File: src/rtl/adc_ad7608_emulator_pkg.sv
// rtl/adc_ad7608_emulator_pkg.sv - shared widths, FSM encoding and conversion-time helper for the AD7608 emulator
package adc_ad7608_emulator_pkg;

    localparam int W_ADC_DATA = 18;
    localparam int N_ADC      = 8;
    localparam int W_ADC_CHAN = 3;
    localparam int W_ADC_OS   = 3;
    localparam int T_ADC_CONV = 200;
    localparam int W_ADC_CNT  = 16;

    typedef enum logic {
        ST_IDLE = 1'b0,
        ST_CONV = 1'b1
    } conv_state_t;

    // Oversample code 7 is reserved on the real part; it behaves like no oversampling.
    function automatic int conv_len(input int t_conv, input int os);
        return (os >= 7) ? t_conv : (t_conv << os);
    endfunction

endpackage

File: src/rtl/ad7608_lane_shifter.sv
// rtl/ad7608_lane_shifter.sv - one serial lane: loads a multi-channel frame and shifts it out MSB first
module ad7608_lane_shifter
    import adc_ad7608_emulator_pkg::*;
#(
    parameter int W_DATA  = W_ADC_DATA,
    parameter int N_FRAME = N_ADC / 2
) (
    input  logic                        clk_in,
    input  logic                        n_rst_in,
    input  logic                        clear_in,
    input  logic                        cs_active_in,
    input  logic                        load_in,
    input  logic                        shift_in,
    input  logic [N_FRAME*W_DATA-1:0]   frame_in,
    output logic                        data_out
);

    localparam int W_BIT = $clog2(W_DATA);
    localparam int W_CH  = $clog2(N_FRAME + 1);

    logic [N_FRAME*W_DATA-1:0] r_frame;
    logic [W_BIT-1:0]          r_bit_cnt;
    logic [W_CH-1:0]           r_chan_cnt;
    logic                      r_active;
    logic                      w_done;

    assign w_done = (r_chan_cnt == W_CH'(N_FRAME));

    always_ff @(posedge clk_in or negedge n_rst_in) begin
        if (!n_rst_in) begin
            r_frame    <= '0;
            r_bit_cnt  <= '0;
            r_chan_cnt <= '0;
            r_active   <= 1'b0;
        end else if (clear_in || !cs_active_in) begin
            r_frame    <= '0;
            r_bit_cnt  <= '0;
            r_chan_cnt <= '0;
            r_active   <= 1'b0;
        end else if (load_in) begin
            r_frame    <= frame_in;
            r_bit_cnt  <= '0;
            r_chan_cnt <= '0;
            r_active   <= 1'b1;
        end else if (shift_in && r_active && !w_done) begin
            r_frame <= r_frame << 1;
            if (r_bit_cnt == W_BIT'(W_DATA - 1)) begin
                r_bit_cnt  <= '0;
                r_chan_cnt <= r_chan_cnt + W_CH'(1);
            end else begin
                r_bit_cnt <= r_bit_cnt + W_BIT'(1);
            end
        end
    end

    // Once every channel has been clocked out the lane idles low until chip select is released.
    assign data_out = (r_active && !w_done) ? r_frame[N_FRAME*W_DATA-1] : 1'b0;

endmodule

File: src/rtl/adc_ad7608_emulator.sv
// rtl/adc_ad7608_emulator.sv - AD7608 device-side emulator: conversion timing, sample/shadow registers, two-lane readout
module adc_ad7608_emulator
    import adc_ad7608_emulator_pkg::*;
#(
    parameter int W_DATA = W_ADC_DATA,
    parameter int N_CHAN = N_ADC,
    parameter int W_CHAN = W_ADC_CHAN,
    parameter int W_OS   = W_ADC_OS,
    parameter int T_CONV = T_ADC_CONV,
    parameter int W_CNT  = W_ADC_CNT
) (
    input  logic              clk_in,
    input  logic              n_rst_in,
    input  logic              convst_in,
    input  logic              reset_in,
    input  logic [W_OS-1:0]   os_in,
    input  logic              sclk_in,
    input  logic              n_cs_in,
    output logic              busy_out,
    output logic              data_a_out,
    output logic              data_b_out,
    input  logic              wr_en_in,
    input  logic [W_CHAN-1:0] wr_chan_in,
    input  logic [W_DATA-1:0] wr_data_in,
    input  logic              ramp_en_in,
    output logic [W_CNT-1:0]  conv_cnt_out,
    output logic              overrun_out
);

    localparam int N_HALF = N_CHAN / 2;

    // Bits [1:0] form the synchronizer; bit 2 is the previous synced value for edge detection.
    logic [2:0] r_convst_sync;
    logic [2:0] r_reset_sync;
    logic [2:0] r_sclk_sync;
    logic [2:0] r_ncs_sync;

    always_ff @(posedge clk_in or negedge n_rst_in) begin
        if (!n_rst_in) begin
            r_convst_sync <= '0;
            r_reset_sync  <= '0;
            r_sclk_sync   <= '0;
            r_ncs_sync    <= '0;
        end else begin
            r_convst_sync <= {r_convst_sync[1:0], convst_in};
            r_reset_sync  <= {r_reset_sync[1:0], reset_in};
            r_sclk_sync   <= {r_sclk_sync[1:0], sclk_in};
            r_ncs_sync    <= {r_ncs_sync[1:0], n_cs_in};
        end
    end

    logic w_convst_rise;
    logic w_reset;
    logic w_sclk_fall;
    logic w_ncs;
    logic w_ncs_fall;

    assign w_convst_rise = r_convst_sync[1] & ~r_convst_sync[2];
    assign w_reset       = r_reset_sync[1];
    assign w_sclk_fall   = ~r_sclk_sync[1] & r_sclk_sync[2];
    assign w_ncs         = r_ncs_sync[1];
    assign w_ncs_fall    = ~r_ncs_sync[1] & r_ncs_sync[2];

    conv_state_t      r_state;
    conv_state_t      w_state_nxt;
    logic [W_CNT-1:0] r_timer;
    logic [W_CNT-1:0] w_conv_len;
    logic             w_start;
    logic             w_done;
    logic             w_overrun_set;
    logic             w_busy;

    assign w_conv_len = W_CNT'(conv_len(T_CONV, int'(os_in)));

    always_ff @(posedge clk_in or negedge n_rst_in) begin
        if (!n_rst_in) begin
            r_state <= ST_IDLE;
        end else begin
            r_state <= w_state_nxt;
        end
    end

    always_comb begin
        w_state_nxt = r_state;
        if (w_reset) begin
            w_state_nxt = ST_IDLE;
        end else begin
            case (r_state)
                ST_IDLE: if (w_convst_rise) w_state_nxt = ST_CONV;
                ST_CONV: if (r_timer == '0) w_state_nxt = ST_IDLE;
                default: w_state_nxt = ST_IDLE;
            endcase
        end
    end

    always_comb begin
        w_start       = 1'b0;
        w_done        = 1'b0;
        w_overrun_set = 1'b0;
        w_busy        = (r_state == ST_CONV);
        if (!w_reset) begin
            w_start       = (r_state == ST_IDLE) && w_convst_rise;
            w_done        = (r_state == ST_CONV) && (r_timer == '0);
            w_overrun_set = (r_state == ST_CONV) && w_convst_rise;
        end
    end

    // The timer is loaded at start, which is what latches the oversample ratio.
    always_ff @(posedge clk_in or negedge n_rst_in) begin
        if (!n_rst_in) begin
            r_timer <= '0;
        end else if (w_reset) begin
            r_timer <= '0;
        end else if (w_start) begin
            r_timer <= w_conv_len - W_CNT'(1);
        end else if (w_busy && r_timer != '0) begin
            r_timer <= r_timer - W_CNT'(1);
        end
    end

    logic [W_CNT-1:0] r_conv_cnt;
    logic             r_overrun;

    always_ff @(posedge clk_in or negedge n_rst_in) begin
        if (!n_rst_in) begin
            r_conv_cnt <= '0;
            r_overrun  <= 1'b0;
        end else begin
            if (w_done) begin
                r_conv_cnt <= r_conv_cnt + W_CNT'(1);
            end
            if (w_reset) begin
                r_overrun <= 1'b0;
            end else if (w_overrun_set) begin
                r_overrun <= 1'b1;
            end
        end
    end

    logic [W_DATA-1:0] r_sample [N_CHAN];
    logic [W_DATA-1:0] r_shadow [N_CHAN];

    always_ff @(posedge clk_in or negedge n_rst_in) begin
        if (!n_rst_in) begin
            for (int i = 0; i < N_CHAN; i++) begin
                r_sample[i] <= '0;
            end
        end else if (wr_en_in) begin
            r_sample[wr_chan_in] <= wr_data_in;
        end
    end

    // Snapshot reads the pre-increment count and the pre-write samples on the completing cycle.
    always_ff @(posedge clk_in or negedge n_rst_in) begin
        if (!n_rst_in) begin
            for (int i = 0; i < N_CHAN; i++) begin
                r_shadow[i] <= '0;
            end
        end else if (w_reset) begin
            for (int i = 0; i < N_CHAN; i++) begin
                r_shadow[i] <= '0;
            end
        end else if (w_done) begin
            for (int i = 0; i < N_CHAN; i++) begin
                r_shadow[i] <= ramp_en_in ? (W_DATA'(r_conv_cnt) + W_DATA'(i)) : r_sample[i];
            end
        end
    end

    logic [N_HALF*W_DATA-1:0] w_frame_a;
    logic [N_HALF*W_DATA-1:0] w_frame_b;

    always_comb begin
        w_frame_a = '0;
        w_frame_b = '0;
        for (int i = 0; i < N_HALF; i++) begin
            w_frame_a[(N_HALF-1-i)*W_DATA +: W_DATA] = r_shadow[i];
            w_frame_b[(N_HALF-1-i)*W_DATA +: W_DATA] = r_shadow[i+N_HALF];
        end
    end

    ad7608_lane_shifter #(
        .W_DATA  (W_DATA),
        .N_FRAME (N_HALF)
    ) u_lane_a (
        .clk_in       (clk_in),
        .n_rst_in     (n_rst_in),
        .clear_in     (w_reset),
        .cs_active_in (~w_ncs),
        .load_in      (w_ncs_fall),
        .shift_in     (w_sclk_fall),
        .frame_in     (w_frame_a),
        .data_out     (data_a_out)
    );

    ad7608_lane_shifter #(
        .W_DATA  (W_DATA),
        .N_FRAME (N_HALF)
    ) u_lane_b (
        .clk_in       (clk_in),
        .n_rst_in     (n_rst_in),
        .clear_in     (w_reset),
        .cs_active_in (~w_ncs),
        .load_in      (w_ncs_fall),
        .shift_in     (w_sclk_fall),
        .frame_in     (w_frame_b),
        .data_out     (data_b_out)
    );

    assign busy_out     = w_busy;
    assign conv_cnt_out = r_conv_cnt;
    assign overrun_out  = r_overrun;

endmodule

File: config.mk
export PLATFORM = sky130hd
export DESIGN_NAME = adc_ad7608_emulator
export DESIGN_NICKNAME = d
export VERILOG_FILES = /design/src/rtl/adc_ad7608_emulator_pkg.sv /design/src/rtl/ad7608_lane_shifter.sv /design/src/rtl/adc_ad7608_emulator.sv
export SDC_FILE = /design/constraint.sdc
export NUM_CORES = 1
export LEC_CHECK = 0
export BUFFER_PORTS_ARGS = -buffer_cell sky130_fd_sc_hd__buf_2
export CAP_MARGIN = 20
export CORE_ASPECT_RATIO = 0.5
export CORE_UTILIZATION = 55
export CTS_CLUSTER_DIAMETER = 80
export DETAILED_ROUTE_END_ITERATION = 8
export MAX_ROUTING_LAYER = met4
export PLACE_DENSITY = 0.79
export SETUP_SLACK_MARGIN = 0.15
export SLEW_MARGIN = 30
export SYNTH_ARGS = -nofsm -noshare
export SYNTH_HDL_FRONTEND = slang
export SYNTH_SLANG_ARGS = --single-unit
export TNS_END_PERCENT = 20
File: constraint.sdc
create_clock -name clk_in -period 7.9 [get_ports clk_in]
set_input_delay 0.395 -clock clk_in [delete_from_list [all_inputs] [get_ports clk_in]]
set_output_delay 0.395 -clock clk_in [all_outputs]
set_load 0.01 [all_outputs]
Yosys cells after proc, flatten, opt, wreduce, memory -nomap -nowiden --
Index checks and enable logic that the tools add are counted.
Cells by class: magnitude comparators 3, shift-type cells 1, equality and inequality tests 4, reductions and logical operators 25, add/sub/neg operators 14, $mul 0, bitwise operators 8, muxes and demuxes 52, divide/modulo/power cells 0
Operators by type and width (number):
- 72-bit two-way mux | 6
- 144-bit two-way mux | 2
- 18-bit two-way mux | 9
- 144-bit bitwise mux | 1
- 16-bit by 3-bit adder with 17-bit output (second input constant) | 4
- 16-bit two-way mux | 4
- 18-bit demux with 3-bit select | 1
- 5-bit two-way mux | 8
- 16-bit by 2-bit adder with 17-bit output (second input constant) | 2
- 16-bit by 1-bit subtractor with 16-bit output (second input constant) | 2
- 3-bit two-way mux | 8
- 16-bit by 1-bit adder with 17-bit output (second input constant) | 1
- 16-bit by 1-bit adder with 16-bit output (second input constant) | 1
- 16-bit logical NOT | 1
- 16-bit nonzero test | 1
- 8-bit by 3-bit left shift with 16-bit output (first input constant) | 1
- 3-bit nonzero test | 5
- 1-bit two-way mux | 12
- 5-bit by 1-bit adder with 5-bit output (second input constant) | 2
- 5-bit equality test (second input constant) | 2
- 1-bit logical AND | 10
- 3-bit by 1-bit adder with 3-bit output (second input constant) | 2
- 3-bit equality test (second input constant) | 2
- 2-bit nonzero test | 3
- other kinds (10) | 17
Word-level totals: memory bits (writable) 0, register bits 494, bits in read-only memories 0, bits in latches 0, word-level logic and storage cells 138, memories kept 0, output and inout bits 20, input bits 32

Logic depth before layout (Yosys ltp) --
depth after elaboration 7, depth in mapped cells 11, gate-level depth less buffers 8

By module --
From an unflattened synthesis, not the netlist that was laid out.
Second synthesis, totals: cell total of the unflattened synthesis 2487, area, all modules 24449.7 µm²
Modules (own cells, without submodules):
- adc_ad7608_emulator | area each 16191.8 µm², instances 1, cells each 1543, seq. area each 8333.0 µm²
- ad7608_lane_shifter | area each 4129.0 µm², instances 2, cells each 472, seq. area each 2026.9 µm²

Worst setup path before layout --
No wires, ideal clock.
path type reg-to-reg, start register r_state (netlist: busy_out), end register r_timer[14], required time 7.818 ns, buffers on the path 3, stages on the path, launching flop included 10, arrival time 2.599 ns, clock period less this slack 2.681 ns, setup time 0.082 ns, setup slack 5.219 ns, cells stage by stage dfrtp_1 > or4b_1 > buf_2 > clkbuf_1 > clkbuf_1 > nand2_1 > ha_1 > nand4b_4 > or4b_1 > a31oi_1
Between the ends: word-level cells in the longest chain between the ends 5, elaborated cells between the ends (all ways) 7, those cells by class mux: 3; bitwise: 1; reduce/logical: 3
Ends and longest elaborated chain:
- start, declared | line adc_ad7608_emulator.sv:64 | conv_state_t r_state;
- start signal, assigned | line adc_ad7608_emulator.sv:79 | r_state <= w_state_nxt;
- 1-bit inverter
- 1-bit logical AND | line adc_ad7608_emulator.sv:102 | w_start = (r_state == ST_IDLE) && w_convst_rise;
- 1-bit two-way mux | line adc_ad7608_emulator.sv:101 | if (!w_reset) begin
- 16-bit two-way mux | line adc_ad7608_emulator.sv:114 | end else if (w_start) begin
- 16-bit two-way mux | line adc_ad7608_emulator.sv:112 | end else if (w_reset) begin
- end signal, assigned | line adc_ad7608_emulator.sv:115 | r_timer <= w_conv_len - W_CNT'(1);
- end signal, assigned | line adc_ad7608_emulator.sv:117 | r_timer <= r_timer - W_CNT'(1);
- end, declared | line adc_ad7608_emulator.sv:66 | logic [W_CNT-1:0] r_timer;
Parallel ways exist; a longest one is shown, timed or not. A chain may end at the register's enable or synchronous reset.

Final worst setup path --
start register r_conv_cnt[3] (netlist: conv_cnt_out[3]), end register r_shadow[102] in the netlist's numbering
Between the ends: word-level cells in the longest chain between the ends 4
Ends and longest elaborated chain:
- start, declared | line adc_ad7608_emulator.sv:121 | logic [W_CNT-1:0] r_conv_cnt;
- start signal, assigned | line adc_ad7608_emulator.sv:130 | r_conv_cnt <= r_conv_cnt + W_CNT'(1);
- 16-bit by 2-bit adder with 17-bit output | line adc_ad7608_emulator.sv:165 | r_shadow[i] <= ramp_en_in ? (W_DATA'(r_conv_cnt) + W_DATA'(i)) : r_sample[i];
- 18-bit two-way mux | line adc_ad7608_emulator.sv:165
- 144-bit two-way mux | line adc_ad7608_emulator.sv:163 | end else if (w_done) begin
- 144-bit two-way mux | line adc_ad7608_emulator.sv:159 | end else if (w_reset) begin
- end signal, assigned by index | line adc_ad7608_emulator.sv:165
- end, declared | line adc_ad7608_emulator.sv:141 | logic [W_DATA-1:0] r_shadow [N_CHAN];
No other way between the ends. The select of a mux whose other input is x is not followed.

==> results.md <==
- Top sig layer: met4
- Core area: 42400 um^2
- I/O Pins: 52
- Status: complete, no violations
- Worst reg2reg setup slack: 4280 ps
- Peak VDD IR: 172 uV
- Via-to-Cell Ratio: 6.14
- Post-synthesis register bit count: 494
- Synth unique cells: 62
- Post-synth EDFFs: 0
- Die height: 150 um
- Crit path DAT: 4120 ps
- Root buffer cell: clkbuf_16
- Final Slew Violations: 0
- CTS tree: built
- Crit path largest cell delay: 830 ps
- Largest net degree at the start of global routing: 112
- Routed wire per std cell: 20.5 um
- Post-CTS sizing: 0
- Share of cells above drive strength 1: 12.8%
- Required @ worst endpoint: 8390 ps
- Asr flop ratio synth: 100%
- Final setup viols: 0
- Top FF cell, synth: dfrtp_1
- Die area: 44400 um^2
- Total global-route track usage: 30.2%
- Lkg Pwr: 10.5 nW
- TNS Setup: 0 ps
- Initial antenna violation count: 6
- Slew of the pin with the lowest slew margin: 1060 ps
- M1 WL: 27800 um
- Longest Clk Path Bufs: 3
- Rel. slew slack: 29.4%
- Slowest cell on crit path: dfrtp_1
- Vias: 19300
- Post-Route WL: 64500 um
- Initial Utilization: 56.4%
- DR DRC count: 0
- F_max: 276 MHz
- Synthesized area: 23900 um^2
- DRT antenna net count: 0
- Crit Path Class: reg2reg
- Cell chain of the critical path: ha_1, nand3_1, nor3_1, nand2_1, xor2_1, a211oi_1, a31o_1
- Placer Congestion: 0.921
- Htree depth: 2
- Yosys warnings: 0
- Row cnt: 53
- Reg clk slew, reported paths: 70 ps
- Crit path launch type: register
- Worst-path fanout max: 16
- Minimum clock period: 3620 ps
- Cells after Synth: 2594
- Starting DRT DRC Count: 2239
- Synthesized Nets: 2648
- Port bufs: 51
- Post-synthesis sequential area ratio: 51.6%
- Crit end category: register
- Final #Nets: 2579
- Final HPWL DP: 39900 um
- Met2 WL: 28900 um
- Clock Skews: 18.2 ps
- Total of max-cap violations: 0
- Number of global-route vias before repair: 18500
- Post-Syn Area per Cell: 9.23 um^2
- Die X: 297 um
- Num CTS Buffers: 44
- Worst Hold Class: in2reg
- Clock sink count: 494
- Hold_ws: 228 ps
- Total power: 5.80 mW
- # fillers: 3428
- Power per standard cell area: 223 nW/um^2
- Layout area overhead: 8.53%
- Final Hold Viols: 0
- Detailed Routing Iterations Pass 1: 6
- Overflow after GRT: 0
- Detail Route met3 WL: 6090 um
- Unrepaired setup endpoints after global routing: false
- First-pass GRT wire length: 103000 um
- Worst skew pair latency: 560 ps
- Fin crit share: 45.9%
==> Yosys cell counts, types with 2 or more instances <==
cell / count / area [um^2]
dfrtp_1: 494 / 12400
a21oi_1: 409 / 2050
nor2_1: 406 / 1520
nand2_1: 374 / 1400
clkbuf_1: 165 / 619
mux2_2: 146 / 1640
a211oi_1: 117 / 878
xnor2_1: 82 / 718
nor3_1: 45 / 225
o21ai_0: 35 / 175
nand3_1: 34 / 170
buf_1: 33 / 124
mux2i_1: 32 / 320
nor4_1: 24 / 150
xor2_1: 24 / 210
ha_1: 22 / 275
inv_1: 13 / 48.8
o211ai_1: 11 / 82.6
buf_2: 10 / 50.1
or3_1: 10 / 62.6
nand4_1: 9 / 56.3
nand2b_1: 8 / 50.1
nor2b_1: 8 / 50.1
a311oi_1: 7 / 61.3
o31ai_1: 6 / 45.0
a221oi_1: 5 / 43.8
nand3b_1: 5 / 37.5
a31o_2: 4 / 35.0
a31oi_1: 4 / 25.0
a32oi_1: 4 / 35.0
and3_1: 3 / 18.8
nand4b_1: 3 / 26.3
o21ai_1: 3 / 15.0
or2_2: 3 / 18.8
or4_1: 3 / 22.5
a211o_1: 2 / 17.5
a21o_1: 2 / 15.0
a31o_1: 2 / 17.5
and2_1: 2 / 12.5
nor3b_1: 2 / 15.0
or4b_1: 2 / 20.0
==> cell type report <==
class                           count  area (um^2)  area share (%)
Timing Repair Buffer               93          627            2.41
Clock inverter                      8         67.6           0.260
Inverter                           14         52.6           0.202
Sequential cell                   494        12400            47.6
Tap cell                          577          722            2.78
Multi-Input combinational cell   1878        10800            41.6
Clock buffer                       69         1330            5.11
Antenna cell                        6         15.0          0.0578
==> per-layer routing <==
layer | track usage (%) | vias to the layer above
met5 | - | -
met4 | 8.87 | 0
met3 | 6.53 | 129
met2 | 45.0 | 808
met1 | 41.9 | 9558
li1 | - | 8782
==> critical path, delay by kind of cell (launching register included) <==
family	cells	cell delay, ps
simple gates	3	1470
flops	1	830
fa+ha+maj	1	630
compound gates	2	450
xor+xnor	1	190
==> per-stage QoR <==
stage	area, um^2	instances	worst slack [ps]	util (%)
global placement	24500	3050	4510	57.7
global route	26000	3138	4140	61.2
detailed placement	24500	3051	4370	57.7
CTS	25900	3133	4330	61.1
floorplan	23900	2594	5220	-
finish	26000	3139	4280	61.2
==> power breakdown <==
part	switching, mW	internal (mW)	total (mW)
Combinational	0.482	0.292	0.774
Clock	0.942	1.18	2.12
Sequential	0.154	2.74	2.90
==> placed cells by master, fill, tap and decap left out, types with 34 or more instances in the layout <==
| cell | netlist | final |
|---|---|---|
| dfrtp_1 | 494 | 492 |
| a21oi_1 | 409 | 407 |
| nor2_1 | 406 | 405 |
| nand2_1 | 374 | 374 |
| mux2_2 | 146 | 146 |
| a211oi_1 | 117 | 117 |
| xnor2_1 | 82 | 82 |
| buf_2 | 10 | 49 |
| clkbuf_16 | 0 | 45 |
| nor3_1 | 45 | 42 |
| o21ai_0 | 35 | 35 |
| nand3_1 | 34 | 34 |
==> timing repair <==
| action | in CTS | in global routing |
|---|---|---|
| buffers inserted | 0 | 0 |
| endpoints found under the setup margin | 0 | 0 |
| endpoints found under the hold margin | 82 | 0 |
| hold buffers | 5 | 0 |
==> worst paths after layout <==
check	start	endpoint	cells past startpoint
worst max-delay path	conv_cnt_out[3]$_DFFE_PN0P_	r_shadow[102]$_DFFE_PN0P_	7
worst min-delay path	wr_data_in[0]	r_sample[72]$_DFFE_PN0P_	2
worst max register to register	conv_cnt_out[3]$_DFFE_PN0P_	r_shadow[102]$_DFFE_PN0P_	7
worst min register to register	r_convst_sync[0]$_DFF_PN0_	r_convst_sync[1]$_DFF_PN0_	0
max in group asynchronous	n_rst_in	r_ncs_sync[2]$_DFF_PN0_	3
min in group asynchronous	n_rst_in	r_timer[4]$_DFFE_PN0P_	2
==> registers in the layout, indices dropped and copies added, names as in the netlist <==
| signal | flops |
|---|---|
| u_lane_b.r_chan_cnt | 3 |
| u_lane_a.r_chan_cnt | 3 |
| u_lane_b.r_frame | 72 |
| u_lane_a.r_frame | 72 |
| r_timer | 16 |
| u_lane_b.r_bit_cnt | 5 |
| overrun_out | 1 |
| r_sclk_sync | 3 |
| r_sample | 144 |
| r_reset_sync | 2 |
| busy_out | 1 |
| u_lane_a.r_bit_cnt | 5 |
| r_convst_sync | 3 |
| r_ncs_sync | 3 |
| r_shadow | 144 |
| u_lane_a.r_active | 1 |
| conv_cnt_out | 16 |
==> kinds of logic after synthesis <==
family                   count (synthesis)  synth area share, %
XOR/XNOR                               106                 3.88
multiplexers                           178                 8.21
buffers and inverters                  222                 3.53
flip-flops                             494                 51.6
AND/OR/NAND/NOR                        948                 16.5
adder cells (fa/ha/maj)                 22                 1.15
AO/OA/AOI/OAI                          624                 15.1
No activity file was read; power rests on OpenSTA's default activity.
